$ cat src/rtl/jump_stack_unit.sv
`default_nettype none
// +--------------------------------------------------------------------------+
// | Module      : jump_stack_unit                                            |
// | Description : Branch/jump resolution unit with a circular return-address |
// |               stack. One operation per cycle with ena=1; the next PC,    |
// |               taken and illegal flags appear one cycle later.            |
// | Ports       : clk, rst_n (sync, active-low), ena, func[3:0],             |
// |               addr[ADDR_W], carryFlag/signFlag/overflowFlag/zeroFlag,    |
// |               PC[PC_W] -> PC_new[PC_W], valid, taken, ra_top[PC_W],      |
// |               ras_empty, ras_full, ras_ovf, ras_unf, illegal             |
// | Revision    : 1.0 - initial release                                      |
// +--------------------------------------------------------------------------+
module jump_stack_unit #(
   parameter int ADDR_W    = 22,
   parameter int PC_W      = 32,
   parameter int RAS_DEPTH = 8,
   parameter int REL_MODE  = 0
) (
   input  logic              clk,
   input  logic              rst_n,
   input  logic              ena,
   input  logic [3:0]        func,
   input  logic [ADDR_W-1:0] addr,
   input  logic              carryFlag,
   input  logic              signFlag,
   input  logic              overflowFlag,
   input  logic              zeroFlag,
   input  logic [PC_W-1:0]   PC,
   output logic [PC_W-1:0]   PC_new,
   output logic              valid,
   output logic              taken,
   output logic [PC_W-1:0]   ra_top,
   output logic              ras_empty,
   output logic              ras_full,
   output logic              ras_ovf,
   output logic              ras_unf,
   output logic              illegal
);

   localparam int SP_W  = $clog2(RAS_DEPTH);
   localparam int CNT_W = SP_W + 1;

   localparam logic [CNT_W-1:0] C_FULL_CNT = CNT_W'(RAS_DEPTH);

   localparam logic [3:0] C_CALL   = 4'd0;
   localparam logic [3:0] C_BNO    = 4'd1;
   localparam logic [3:0] C_BO     = 4'd2;
   localparam logic [3:0] C_BNS    = 4'd3;
   localparam logic [3:0] C_BS     = 4'd4;
   localparam logic [3:0] C_BNC    = 4'd5;
   localparam logic [3:0] C_BC     = 4'd6;
   localparam logic [3:0] C_BNZ    = 4'd7;
   localparam logic [3:0] C_BZ     = 4'd8;
   localparam logic [3:0] C_JMP    = 4'd9;
   localparam logic [3:0] C_RET    = 4'd10;
   localparam logic [3:0] C_CLRERR = 4'd11;

   logic [PC_W-1:0]  stack [RAS_DEPTH];
   logic [SP_W-1:0]  sp;
   logic [SP_W-1:0]  sp_m1;
   logic [CNT_W-1:0] count;
   logic [PC_W-1:0]  pc_inc;
   logic [PC_W-1:0]  target;
   logic             cond_met;
   logic             stack_nonempty;

   assign pc_inc         = PC + PC_W'(1);
   assign sp_m1          = sp - SP_W'(1);   // wraps naturally: power-of-two depth
   assign stack_nonempty = (count != '0);

   // Target formation: absolute (zero-extended) or PC-relative (sign-extended
   // offset). An addr wider than PC is cut down to the PC width first.
   generate
      if (REL_MODE == 1) begin : g_rel
         if (ADDR_W >= PC_W) begin : g_trunc
            assign target = PC + addr[PC_W-1:0];
         end else begin : g_sext
            assign target = PC + {{(PC_W-ADDR_W){addr[ADDR_W-1]}}, addr};
         end
      end else begin : g_abs
         if (ADDR_W >= PC_W) begin : g_trunc
            assign target = addr[PC_W-1:0];
         end else begin : g_zext
            assign target = {{(PC_W-ADDR_W){1'b0}}, addr};
         end
      end
   endgenerate

   always_comb begin
      cond_met = 1'b0;
      case (func)
         C_BNO:   cond_met = ~overflowFlag;
         C_BO:    cond_met =  overflowFlag;
         C_BNS:   cond_met = ~signFlag;
         C_BS:    cond_met =  signFlag;
         C_BNC:   cond_met = ~carryFlag;
         C_BC:    cond_met =  carryFlag;
         C_BNZ:   cond_met = ~zeroFlag;
         C_BZ:    cond_met =  zeroFlag;
         default: cond_met = 1'b0;
      endcase
   end

   // Stack storage is not reset; the count register alone makes stale
   // entries unobservable after reset.
   always_ff @(posedge clk) begin
      if (rst_n && ena && (func == C_CALL)) begin
         stack[sp] <= pc_inc;
      end
   end

   always_ff @(posedge clk) begin
      if (!rst_n) begin
         PC_new  <= '0;
         valid   <= 1'b0;
         taken   <= 1'b0;
         illegal <= 1'b0;
         sp      <= '0;
         count   <= '0;
         ras_ovf <= 1'b0;
         ras_unf <= 1'b0;
      end else begin
         valid   <= ena;
         illegal <= 1'b0;
         if (ena) begin
            PC_new <= pc_inc;
            taken  <= 1'b0;
            case (func)
               C_CALL: begin
                  PC_new <= target;
                  taken  <= 1'b1;
                  sp     <= sp + SP_W'(1);
                  // A full stack wraps over its oldest entry.
                  if (count == C_FULL_CNT) begin
                     ras_ovf <= 1'b1;
                  end else begin
                     count <= count + CNT_W'(1);
                  end
               end
               C_BNO, C_BO, C_BNS, C_BS, C_BNC, C_BC, C_BNZ, C_BZ: begin
                  if (cond_met) begin
                     PC_new <= target;
                     taken  <= 1'b1;
                  end
               end
               C_JMP: begin
                  PC_new <= target;
                  taken  <= 1'b1;
               end
               C_RET: begin
                  if (stack_nonempty) begin
                     PC_new <= stack[sp_m1];
                     taken  <= 1'b1;
                     sp     <= sp_m1;
                     count  <= count - CNT_W'(1);
                  end else begin
                     ras_unf <= 1'b1;
                  end
               end
               C_CLRERR: begin
                  ras_ovf <= 1'b0;
                  ras_unf <= 1'b0;
               end
               default: begin
                  illegal <= 1'b1;
               end
            endcase
         end
      end
   end

   assign ras_empty = ~stack_nonempty;
   assign ras_full  = (count == C_FULL_CNT);
   assign ra_top    = stack_nonempty ? stack[sp_m1] : '0;

endmodule
`default_nettype wire

$ cat config.mk
export PLATFORM = sky130hd
export DESIGN_NAME = jump_stack_unit
export DESIGN_NICKNAME = d
export VERILOG_FILES = /design/src/rtl/jump_stack_unit.sv
export SDC_FILE = /design/constraint.sdc
export NUM_CORES = 1
export LEC_CHECK = 0
export CAP_MARGIN = 20
export CORE_ASPECT_RATIO = 1.75
export CORE_MARGIN = 2
export CORE_UTILIZATION = 50
export DETAILED_ROUTE_END_ITERATION = 10
export GPL_ROUTABILITY_DRIVEN = 0
export PLACE_DENSITY = 0.77
export SLEW_MARGIN = 30
export SYNTH_ARGS = -nofsm -noshare
export SYNTH_HDL_FRONTEND = slang
export SYNTH_SLANG_ARGS = --single-unit
$ cat constraint.sdc
create_clock -name clk -period 5.1 [get_ports clk]
set_input_delay 1.53 -clock clk [delete_from_list [all_inputs] [get_ports clk]]
set_output_delay 1.53 -clock clk [all_outputs]
set_load 0.01 [all_outputs]
==> impl_metrics.ini <==
[outcome]
run_status = complete, no violations

[worst_setup_path]
worst_ep_arrival_time_ns = 3.14
crit_path_max_incr_delay_ns = 0.49
crit_buf_inv = 3
crit-reg2reg-capture = PC_new[10]$_SDFFE_PN0P_
r2r_start = count[0]$_SDFFE_PN0P_
timing.critical_path.max_delay_family = buffers and inverters
worstPathCellList = inv_1 > ha_2 > buf_12 > mux4_2 > mux2i_1 > nor2_1 > clkdlybuf4s50_1
worstPathMaxFanout = 65
setup.reg_to_reg.worst_slack_ns = 2.18
worstRegToRegCells = 7
criticalPathCategory = reg -> out
critical_path_required_ns = 3.57
start_kind = flip-flop
critical_path.slowest_cell = sky130_fd_sc_hd__clkdlybuf4s50_1
worst_setup_path_end_kind = output port

[route]
postRouteWirelength_microns = 29700
drt_iter0_markers = 751
dr.pass1.iters = 8
avgViaCountPerCell = 6.05
drt_drc_violations_left = 0
post_drt_wl_per_cell_microns = 23.6
drt.antenna.violating_nets = 0
detailroute.via_count = 7617

[global_route]
pin_count_of_the_biggest_net_entering_global_routing = 71
first_global_vias = 7650
global_route.usage.total_pct = 22.5
grt_pass1_wl_microns = 44700
gr-total-overflow = 0
antenna_violations_before_repair = 0

[clock_tree]
clock_latency_ns = 0.52
cts.sinks = 300
cts_buffers = 25
cts.repair.resized = 0
root_buffer = sky130_fd_sc_hd__clkbuf_16
cts_hold_buf = 0
clock_tree_from_tritoncts = built
clock_path_buffers = 3
worst_setup_hold_path_clk_slew_ns = 0.07
postCtsSetupBuffers = 0
h_tree_level_count = 1

[placement]
detailed_place.area_sq_mm = 0.0145
post-place-cells = 1214
preCtsSetupSlack_ns = 0.824
place_hpwl_microns = 18200
port_buffer_count = 135

[synth]
yosys.area.top_type_share_pct = 60.8
yosys-top-cells-area = sky130_fd_sc_hd__edfxtp_1 61%, sky130_fd_sc_hd__mux4_2 11%, sky130_fd_sc_hd__dfxtp_1 7.0%, sky130_fd_sc_hd__mux2i_1 2.8%, sky130_fd_sc_hd__o21ai_0 2.7%
yosysMostFrequentCell = sky130_fd_sc_hd__edfxtp_1
post_synth_most_frequent_cells = 256 x sky130_fd_sc_hd__edfxtp_1, 81 x sky130_fd_sc_hd__nor2_1, 67 x sky130_fd_sc_hd__o21ai_0, 64 x sky130_fd_sc_hd__mux4_2, 44 x sky130_fd_sc_hd__dfxtp_1
netlist_area_sq_mm = 0.0126
async_s_r_ff_share_synth_pct = 0
syn_nets = 860
netlist.top_cell.by_area = sky130_fd_sc_hd__edfxtp_1
syn_inst = 789
synthFlopType = sky130_fd_sc_hd__edfxtp_1
avgSynthCellArea_sq_um = 16.0
yosys_warnings = 0
register_bit_count_reported_by_yosys = 300
synth_edf_count = 256
ys_seq_area_share_pct = 67.8
synthDistinctLibCells = 54

[sta]
fmaxAchievable_ghz = 0.214
finClkSkew_ns = 0.0119
final_setup_violation_count = 0
setup_tns_ns = 0
hold_viol_final = 0
worst_pin_slew_ns = 0.852
maxSlewHeadroom_pct = 42.8
final_setup_margin_ns = 0.429
final_min_period_over_clock_period_pct = 91.6
slew_violations = 0
hold_slack_ns = 0.486
unrepaired_setup_endpoints_after_global_routing = false
final.min_clock_period_ns = 4.67

[min_path]
holdPathEnd = ras_unf$_SDFFE_PN0P_
holdPathStages = 2
hp-class = reg -> reg
worstHoldStart = ras_unf$_SDFFE_PN0P_

[layout]
final_cells = 1259
post_route_cell_area_sq_mm = 0.0153
layout-drive-gt1-share_pct = 15.3
multi_input_area_sq_mm = 0.00388
antenna-diode-count = 0
layout.nets = 996
fill_cell_instance_count_of_the_final_layout = 1834
syn_to_final_growth_pct = 21.2
area_taken_by_flip_flops_and_latches_sq_mm = 0.00857

[floorplan]
dieHeight_microns = 214
dieWidth_microns = 124
die-area_sq_mm = 0.0266
design.core.area_sq_mm = 0.0250
pin_count = 136
row_count = 77
initial_utilization_pct = 50.4

[job]
max-cap-violations = 0

[pwr]
static-leakage-power_nw = 5.04
max-vdd-ir-drop_v = 0.000255
pwr_density_cell_mw_per_mm2 = 330
-- flip-flops by register name, summed over array words and instances (netlist names) --
name,count
count,4
illegal,1
valid,1
taken,1
stack,256
ras_unf,1
PC_new,32
sp,3
ras_ovf,1
-- worst max-delay path by stage --
stage | startpoint | endpoint | slack, ns | depth (start not counted)
2_1_floorplan | func[0] | stack[1][0]$_DFFE_PP_ | 0.17 | 4
3_3_place_gp | PC[0] | PC_new[16]$_SDFFE_PN0P_ | 0.92 | 8
3_5_place_dp | PC[0] | PC_new[16]$_SDFFE_PN0P_ | 0.82 | 8
4_1_cts | sp[1]$_SDFFE_PN0P_ | ra_top[15] | 0.42 | 7
5_1_grt | sp[1]$_SDFFE_PN0P_ | ra_top[19] | 0.29 | 7
6_report | sp[1]$_SDFFE_PN0P_ | ra_top[19] | 0.43 | 7
-- area by class of cell --
class / instances / share of cell area (%)
flip-flops and latches: 300 / 56.0
multi-input cells: 430 / 25.3
repair buffers: 158 / 10.4
clock buffers: 34 / 4.37
well taps: 316 / 2.58
clock inverters: 11 / 1.06
inverters: 10 / 0.245
-- where the power goes --
group	internal [W]	leakage [nW]	switching, W
logic	0.000175	1.97	0.000215
registers	0.00268	2.66	0.0000135
clock network	0.00113	0.399	0.000839
-- cell usage in the layout, fill, tap and decap left out, drive strengths merged, types with 14 or more instances in the layout --
cell and instances:
dfxtp 44, a221oi 22, mux4 64, edfxtp 256, nand2 18, nor2 81
o21ai 72, clkbuf 34, xnor2 24, nand3 14, mux2i 35, buf 24
clkdlybuf4s50 134
-- through the flow --
step | power [W] | util [%]
6_report | 0.00505 | 61.1
5_1_grt | 0.00519 | 61.1
4_1_cts | 0.00507 | 61.1
3_5_place_dp | 0.00314 | 57.8
3_3_place_gp | 0.00313 | 57.8
2_1_floorplan | 0.00295 | -
-- per-layer routing --
metal / up-vias / track usage [%] / wire, microns
met5: - / 0 / 0
met2: 348 / 38.4 / 15600
li1: 3361 / - / -
met4: 0 / 5.51 / 494
met3: 41 / 2.93 / 2150
met1: 3867 / 30.5 / 11500
-- kinds of logic after synthesis --
family | Yosys count | share of synthesized area [%]
flops | 300 | 67.8
simple gates | 168 | 6.95
compound gates | 121 | 5.81
mux | 99 | 14.2
buf+inv | 59 | 2.08
xor+xnor | 36 | 2.50
fa+ha+maj | 6 | 0.654
-- worst reg2reg max path, cell delays in order (launching register included) --
cell,delay [ns]
sky130_fd_sc_hd__dfxtp_1,0.38
sky130_fd_sc_hd__nor4_4,0.62
sky130_fd_sc_hd__buf_4,0.48
sky130_fd_sc_hd__nand2b_1,0.34
sky130_fd_sc_hd__buf_4,0.42
sky130_fd_sc_hd__o21ai_0,0.13
sky130_fd_sc_hd__a221oi_1,0.36
sky130_fd_sc_hd__nor2_1,0.06
(Power assumes the default switching activity.)
